[src/rtl/fifo_sync_param.sv]
// Single-clock parametrised FIFO with standard or first-word-fall-through read,
// occupancy count, almost-full/almost-empty thresholds, sticky error flags and
// a synchronous flush. Reset is asynchronous and active-low on port 'reset'.
module fifo_sync_param #(
  parameter int DW       = 8,
  parameter int DEPTH    = 16,
  parameter int AW       = $clog2(DEPTH),
  parameter int FWFT     = 0,
  parameter int AF_LEVEL = 12,
  parameter int AE_LEVEL = 2
) (
  input  logic          clk,
  input  logic          reset,
  input  logic          flush,
  input  logic          wr,
  input  logic [DW-1:0] data_in,
  input  logic          rd,
  output logic [DW-1:0] data_out,
  output logic          data_valid,
  output logic          full,
  output logic          empty,
  output logic          almost_full,
  output logic          almost_empty,
  output logic [AW:0]   count,
  output logic          overflow,
  output logic          underflow,
  input  logic          clr_err
);

  localparam logic [AW:0] FULL_COUNT = (AW+1)'(DEPTH);
  localparam logic [AW:0] AF_COUNT   = (AW+1)'(AF_LEVEL);
  localparam logic [AW:0] AE_COUNT   = (AW+1)'(AE_LEVEL);

  logic [DW-1:0] mem [DEPTH];
  logic [AW-1:0] wr_ptr;
  logic [AW-1:0] rd_ptr;

  logic rd_ok;
  logic wr_ok;
  logic rd_go;
  logic wr_go;
  logic ovf_event;
  logic unf_event;

  // A read is only accepted when there is data; a write into a full FIFO is
  // accepted when a read frees a slot in the same cycle. Flush kills both.
  assign rd_ok     = rd & ~empty;
  assign wr_ok     = wr & (~full | rd_ok);
  assign rd_go     = rd_ok & ~flush;
  assign wr_go     = wr_ok & ~flush;
  assign ovf_event = wr & ~wr_ok & ~flush;
  assign unf_event = rd & ~rd_ok & ~flush;

  // Status flags decoded from the registered occupancy count.
  assign full         = (count == FULL_COUNT);
  assign empty        = (count == '0);
  assign almost_full  = (count >= AF_COUNT);
  assign almost_empty = (count <= AE_COUNT);

  // Storage array: written on accepted writes, never reset.
  always_ff @(posedge clk) begin
    if (wr_go) begin
      mem[wr_ptr] <= data_in;
    end
  end

  // Pointers and occupancy count; flush returns everything to the empty state.
  always_ff @(posedge clk or negedge reset) begin
    if (!reset) begin
      wr_ptr <= '0;
      rd_ptr <= '0;
      count  <= '0;
    end else if (flush) begin
      wr_ptr <= '0;
      rd_ptr <= '0;
      count  <= '0;
    end else begin
      if (wr_go) begin
        wr_ptr <= wr_ptr + 1'b1;
      end
      if (rd_go) begin
        rd_ptr <= rd_ptr + 1'b1;
      end
      case ({wr_go, rd_go})
        2'b10:   count <= count + 1'b1;
        2'b01:   count <= count - 1'b1;
        default: count <= count;
      endcase
    end
  end

  // Sticky error flags; a new error in the same cycle as clr_err wins.
  always_ff @(posedge clk or negedge reset) begin
    if (!reset) begin
      overflow  <= 1'b0;
      underflow <= 1'b0;
    end else begin
      overflow  <= (overflow  & ~clr_err) | ovf_event;
      underflow <= (underflow & ~clr_err) | unf_event;
    end
  end

  generate
    if (FWFT == 0) begin : g_std_read
      logic [DW-1:0] data_out_reg;
      logic          data_valid_reg;

      // Standard read: head is captured on an accepted read and flagged valid
      // for one cycle; otherwise the last value is held.
      always_ff @(posedge clk or negedge reset) begin
        if (!reset) begin
          data_out_reg   <= '0;
          data_valid_reg <= 1'b0;
        end else if (flush) begin
          data_valid_reg <= 1'b0;
        end else if (rd_go) begin
          data_out_reg   <= mem[rd_ptr];
          data_valid_reg <= 1'b1;
        end else begin
          data_valid_reg <= 1'b0;
        end
      end

      assign data_out   = data_out_reg;
      assign data_valid = data_valid_reg;
    end else begin : g_fwft_read
      // Fall-through read: the head entry is presented whenever the FIFO holds
      // data; an empty FIFO shows zero so reset leaves data_out at 0.
      assign data_out   = empty ? '0 : mem[rd_ptr];
      assign data_valid = ~empty;
    end
  endgenerate

endmodule
[config.mk]
export PLATFORM = sky130hd
export DESIGN_NAME = fifo_sync_param
export DESIGN_NICKNAME = d
export VERILOG_FILES = /design/src/rtl/fifo_sync_param.sv
export SDC_FILE = /design/constraint.sdc
export NUM_CORES = 1
export LEC_CHECK = 0
export CAP_MARGIN = 20
export CORE_ASPECT_RATIO = 1.75
export CORE_MARGIN = 1
export CORE_UTILIZATION = 54
export DETAILED_ROUTE_END_ITERATION = 6
export HOLD_SLACK_MARGIN = 0.15
export PLACE_DENSITY = 0.78
export SETUP_SLACK_MARGIN = 0.05
export SLEW_MARGIN = 20
export SYNTH_ARGS = -nofsm -noshare
export SYNTH_HDL_FRONTEND = slang
export SYNTH_SLANG_ARGS = --single-unit
[constraint.sdc]
create_clock -name clk -period 2.2 [get_ports clk]
set_input_delay 0.22 -clock clk [delete_from_list [all_inputs] [get_ports clk]]
set_output_delay 0.22 -clock clk [all_outputs]
set_load 0.01 [all_outputs]
==> flow_metrics.env, run 1 <==
export IMPL_die_y_um=145
export IMPL_design_area_mm2=0.00787
export IMPL_cap_violations=0
export IMPL_largest_reg_flops=128
export IMPL_slew_headroom_pct=58.4
export IMPL_postSynthAreaPerCell_um2=18.3
export IMPL_placed_area_mm2=0.00720
export IMPL_synth_edf_count=128
export IMPL_synth_adder_area_share_pct=1.38
export IMPL_grt_pass1_wl_um=21600
export IMPL_hold_class="primary input to asynchronous set/reset pin"
export IMPL_cts_hold_buf=0
export IMPL_coreArea_mm2=0.0115
export IMPL_fmax_ghz=0.471
export IMPL_place_gp_congestion=0.864
export IMPL_arrival_ns=2.41
export IMPL_drtIter0Drc=206
export IMPL_numCtsBuffers=17
export IMPL_h_tree_depth=4
export IMPL_hold_violations=0
export IMPL_finalClockSkew_ns=0.00860
export IMPL_cts_tree="done"
export IMPL_drive_above_1_share_pct=30.0
export IMPL_synth_compound_area_share_pct=4.29
export IMPL_die_area_mm2=0.0122
export IMPL_min_period_ns=2.12
export IMPL_synthMuxAreaShare_pct=14.9
export IMPL_cts_root_buf="clkbuf_16"
export IMPL_drtAntennaViolNets=0
export IMPL_ios=34
export IMPL_ys_types=47
export IMPL_synth_xor_area_share_pct=1.11
export IMPL_grtUsageTotal_pct=24.7
export IMPL_syn_num_nets=367
export IMPL_critical_path_required_ns=2.49
export IMPL_postSynth_asyncResetShare_pct=15.8
export IMPL_dieWidth_um=83.9
export IMPL_drc=6
export IMPL_ir_drop_v=0.000675
export IMPL_cp_cell_sequence="nor4_4, a21oi_2, xor2_1, ha_2, or3_4, a21oi_4, a211o_1, o22ai_1"
export IMPL_synth_top_family_by_area="multiplexers"
export IMPL_power_leakage_nw=2.71
export IMPL_maxSlewViolCount=0
export IMPL_clk_path_buf_depth=2
export IMPL_grt_max_degree=35
export IMPL_io_buffers=33
export IMPL_worst_path_buf_inv=0
export IMPL_yosys_warnings=0
export IMPL_grt_pass1_vias=3825
export IMPL_avgViaCountPerCell=6.14
export IMPL_finish_utilization_pct=68.4
export IMPL_setup_viol=0
export IMPL_syn_inst=346
export IMPL_finalCritPeriodShare_pct=96.4
export IMPL_antenna_found_initial=0
export IMPL_p_per_area_mw_per_mm2=1040
export IMPL_post_drt_wl_per_cell_um=23.6
export IMPL_cpLargestDelayFamily="simple AND/OR/NAND/NOR gates"
export IMPL_wl_um=13600
export IMPL_synthFlopType="edfxtp_1"
export IMPL_synth_simple_gate_area_share_pct=5.81
export IMPL_worst_pin_slew_ns=0.623
export IMPL_status="complete, but fails checks"
export IMPL_cts_sinks=152
export IMPL_synth_seq_area_share_pct=70.2
export IMPL_num_vias=3530
export IMPL_hold_worst_slack_ns=0.178
export IMPL_drtPass1Iterations=7
export IMPL_n_antenna_cell=0
export IMPL_clk_latency_ns=0.42
export IMPL_dp_hpwl_um=8670
export IMPL_critPathLaunchType="flop"
export IMPL_cp_end_kind="flop"
export IMPL_cpPeakStageDelay_ns=0.47
export IMPL_clk_pin_slew_ns=0.06
export IMPL_violations="DRC"
export IMPL_crit_slowest_cell="dfrtp_2"
export IMPL_grt_overflow=0
export IMPL_num_rows=52
export IMPL_rsz0062_at_grt="yes"
export IMPL_final_fill_count=713
export IMPL_crit_fanout=6
export IMPL_syn_to_final_growth_pct=24.3
export IMPL_nets=448
export IMPL_path_class="flop to flop"
export IMPL_start_util_pct=55.0
export IMPL_synth_area_mm2=0.00633
export IMPL_synth_seq_cells=152
## final cells by class
type / count / area (µm²) / share of cell area, %
Sequential cell: 152 / 4450 / 56.5
Multi-Input combinational cell: 165 / 1780 / 22.7
Timing Repair Buffer: 81 / 830 / 10.5
Clock buffer: 19 / 433 / 5.50
Clock inverter: 13 / 169 / 2.15
Tap cell: 135 / 169 / 2.15
Inverter: 10 / 37.5 / 0.477
## stage by stage
step                std cells  total power, mW  setup WS [ns]  setup TNS, ns
floorplan                 346             4.39         0.0562              0
global placement          539             5.08         -0.126         -0.126
detailed placement        539             5.13         -0.236         -0.618
CTS                       574             8.12         0.0419              0
global route              575             8.46         0.0101              0
finish                    575             8.17         0.0790              0
## worst paths after layout
path / startpoint / end / slack [ns] / depth (start not counted)
worst max register to register: count[0] / count[4] / 0.08 / 8
min in group clk: clr_err / underflow / 0.40 / 2
worst min register to register: data_out[3] / data_out[3] / 0.51 / 2
max in group asynchronous: reset / rd_ptr[2] / 1.75 / 2
worst max-delay path: count[0] / count[4] / 0.08 / 8
worst min-delay path: reset / count[1] / 0.18 / 2
## cell usage after synthesis (2+ instances only)
library cell  instances  area (µm²)
edfxtp_1            128        3840
mux4_2               32         721
dfrtp_1              24         601
mux2i_1              21         210
nor2_1               17        63.8
nand2_1              13        48.8
and2_1               12        75.1
buf_2                10        50.1
inv_1                 9        33.8
o221ai_1              8        70.1
ha_1                  7        87.6
nand2b_1              7        43.8
xor2_1                5        43.8
a21oi_1               4        20.0
clkbuf_1              4        15.0
buf_6                 3        33.8
o211ai_2              3        37.5
xnor2_1               3        26.3
a211oi_1              2        15.0
a22oi_1               2        15.0
nand3_1               2        10.0
nor4b_1               2        17.5
o21ai_4               2        32.5
o32ai_1               2        17.5
or3_1                 2        12.5
## report_power, final
| part | switching, mW | internal [mW] |
|---|---|---|
| sequential | 0.165 | 3.30 |
| combinational | 0.861 | 0.882 |
| clock | 1.16 | 1.80 |
| total | 2.19 | 5.98 |
## cell usage in the layout (no fill, tap or decap), types with 7 or more instances in the layout
cell type / instances
nor2_1: 17
clkbuf_16: 17
clkdlybuf4s50_1: 30
nand2b_1: 7
buf_12: 12
mux2i_1: 21
edfxtp_1: 128
nand2_1: 13
inv_1: 9
and2_1: 12
o221ai_1: 8
buf_4: 36
mux4_2: 32
dfrtp_1: 20
## cell families after synthesis
| group | after synthesis |
|---|---|
| adder cells (fa/ha/maj) | 7 |
| AND/OR/NAND/NOR | 65 |
| buffers and inverters | 29 |
| multiplexers | 54 |
| flip-flops | 152 |
| XOR/XNOR | 8 |
| AO/OA/AOI/OAI | 31 |
## layer usage
layer,share of wire [%],track usage (%),vias up
li1,-,-,1527
met1,36,27.5,1814
met2,55,43.6,141
met3,4.8,5.06,48
met4,4.2,14.0,0
met5,0,0,-
## what timing repair did
| item | 4_1_cts | 5_1_grt |
|---|---|---|
| setup endpoints to repair | 4 | 132 |
| pin swaps | 3 | 3 |
| buffers inserted | 3 | 1 |
| gates cloned | 0 | 0 |
| resized for setup | 8 | 10 |
| hold endpoints to repair | 0 | 0 |
(Power assumes the default switching activity.)
==> run 2, diff against run 1 <==
CORE_UTILIZATION = 59   (was 54)
PLACE_DENSITY = 0.81   (was 0.78)
clock period = 2.14 ns   (was 2.2 ns; I/O delays follow)
==> run 2 against run 1 <==
  * The flow now finishes without violations
  * Non-clock buffer count rose by 5
  * Final area shrank 1.2%
  * Critical endpoint unchanged
  * Highest routed layer unchanged
  * First-iteration DRC count grew 22%
  * Cell count fell by 0.52%
  * Largest power group unchanged
  * Die area decreased by 8.3%
==> flow_metrics.env, run 2 (same netlist as run 1, synthesis figures left out) <==
export IMPL_cp_end_kind="flop"
export IMPL_maxSlewViolCount=0
export IMPL_syn_to_final_growth_pct=22.8
export IMPL_finalCritPeriodShare_pct=96.8
export IMPL_antenna_found_initial=0
export IMPL_clk_latency_ns=0.42
export IMPL_dieWidth_um=80.3
export IMPL_power_leakage_nw=2.71
export IMPL_critPathLaunchType="flop"
export IMPL_layout_common_cells="edfxtp_1, buf_4, mux4_2"
export IMPL_drtAntennaViolNets=0
export IMPL_ir_drop_v=0.000793
export IMPL_cts_hold_buf=0
export IMPL_p_per_area_mw_per_mm2=1040
export IMPL_die_area_mm2=0.0112
export IMPL_n_antenna_cell=0
export IMPL_path_class="flop to flop"
export IMPL_finalClockSkew_ns=0.00864
export IMPL_grt_pass1_wl_um=21300
export IMPL_drtIter0Drc=251
export IMPL_grtUsageTotal_pct=28.0
export IMPL_nets=453
export IMPL_cap_violations=0
export IMPL_min_period_ns=2.07
export IMPL_coreArea_mm2=0.0104
export IMPL_worst_pin_slew_ns=0.644
export IMPL_slew_headroom_pct=56.9
export IMPL_wl_um=14000
export IMPL_setup_viol=0
export IMPL_clk_path_buf_depth=2
export IMPL_arrival_ns=2.37
export IMPL_drive_above_1_share_pct=30.3
export IMPL_ios=34
export IMPL_io_buffers=33
export IMPL_avgViaCountPerCell=6.14
export IMPL_drc=0
export IMPL_num_vias=3510
export IMPL_cts_root_buf="clkbuf_16"
export IMPL_status="complete, no violations"
export IMPL_layout_commonest_cell="edfxtp_1"
export IMPL_die_y_um=139
export IMPL_clk_pin_slew_ns=0.06
export IMPL_post_drt_wl_per_cell_um=24.5
export IMPL_fmax_ghz=0.483
export IMPL_finish_utilization_pct=75.1
export IMPL_start_util_pct=61.1
export IMPL_critical_path_required_ns=2.44
export IMPL_hold_class="primary input to asynchronous set/reset pin"
export IMPL_num_rows=49
export IMPL_h_tree_depth=4
export IMPL_grt_pass1_vias=3713
export IMPL_place_gp_congestion=0.828
export IMPL_numCtsBuffers=17
export IMPL_largest_reg_flops=128
export IMPL_grt_overflow=0
export IMPL_crit_fanout=4
export IMPL_grt_max_degree=25
export IMPL_hold_violations=0
export IMPL_cts_sinks=152
export IMPL_dp_hpwl_um=8970
export IMPL_placed_area_mm2=0.00719
export IMPL_cts_tree="done"
export IMPL_design_area_mm2=0.00778
export IMPL_rsz0062_at_grt="yes"
export IMPL_drtPass1Iterations=5
## run 2: cell count changes in the layout (fill, tap and decap cells not counted), sizes merged
cell and change:
buf +5, bufinv -2, clkbuf -3, clkinvlp +2, dlygate4sd2 +1, inv +2
## run 2: final cells by class
type,instances,area (µm²)
flip-flops and latches,152,4450
fillers,586,2580
multi-input cells,165,1760
repair buffers,86,808
clock buffers,17,425
well taps,127,159
clock inverters,15,143
inverters,10,37.5
## run 2: path summary, 6_finish.rpt
check / startpoint / end / slack [ns] / cells after the start
hold reg to reg: data_out[2] / data_out[2] / 0.51 / 2
setup / recovery: count[3] / count[4] / 0.07 / 8
max in group asynchronous: reset / rd_ptr[2] / 1.68 / 2
hold / removal: reset / count[0] / 0.17 / 2
setup reg to reg: count[3] / count[4] / 0.07 / 8
min in group clk: clr_err / underflow / 0.39 / 2
## run 2: worst max-delay path: stages, from the launching register on
cell and delay [ns]:
dfrtp_2 0.44, nor4_4 0.33, a21oi_2 0.12, xor2_1 0.16, ha_2 0.19, or3_1 0.33, a21oi_2 0.18, a211o_1 0.14
o22ai_1 0.06
## run 2: timing repair
action,4_1_cts,5_1_grt
setup endpoints to repair,3,71
buffers inserted,1,1
cloned,0,0
gates resized for setup,4,5
pin swaps,1,0
## run 2: metal layers
| metal | vias to the layer above | global-route usage, % | share of wire, % |
|---|---|---|---|
| li1 | 1546 | - | - |
| met1 | 1803 | 31.7 | 36 |
| met2 | 124 | 48.4 | 56 |
| met3 | 37 | 6.25 | 4.1 |
| met4 | 0 | 14.5 | 4.0 |
| met5 | - | 0 | 0 |
## run 2: per-stage QoR
stage | setup TNS [ns] | power, mW | instances | setup WS, ns | hold slack, ns
CTS | 0 | 8.09 | 571 | 0.0510 | 0.167
finish | 0 | 8.11 | 572 | 0.0694 | 0.171
floorplan | 0 | 4.52 | 346 | 0.0711 | -0.0816
global placement | -0.326 | 5.22 | 538 | -0.159 | 0.484
global route | -0.0203 | 8.40 | 572 | -0.0203 | 0.188
detailed placement | -1.88 | 5.28 | 538 | -0.205 | 0.498
## run 2: report_power, final
group | switching (mW) | internal (mW)
combinational | 0.900 | 0.844
clock | 1.22 | 1.62
sequential | 0.137 | 3.39
==> run 3, diff against run 2 <==
CAP_MARGIN = not set   (was 20)
==> results of run 3 <==
Final layout, timing and power as in run 2 (identical DEF).
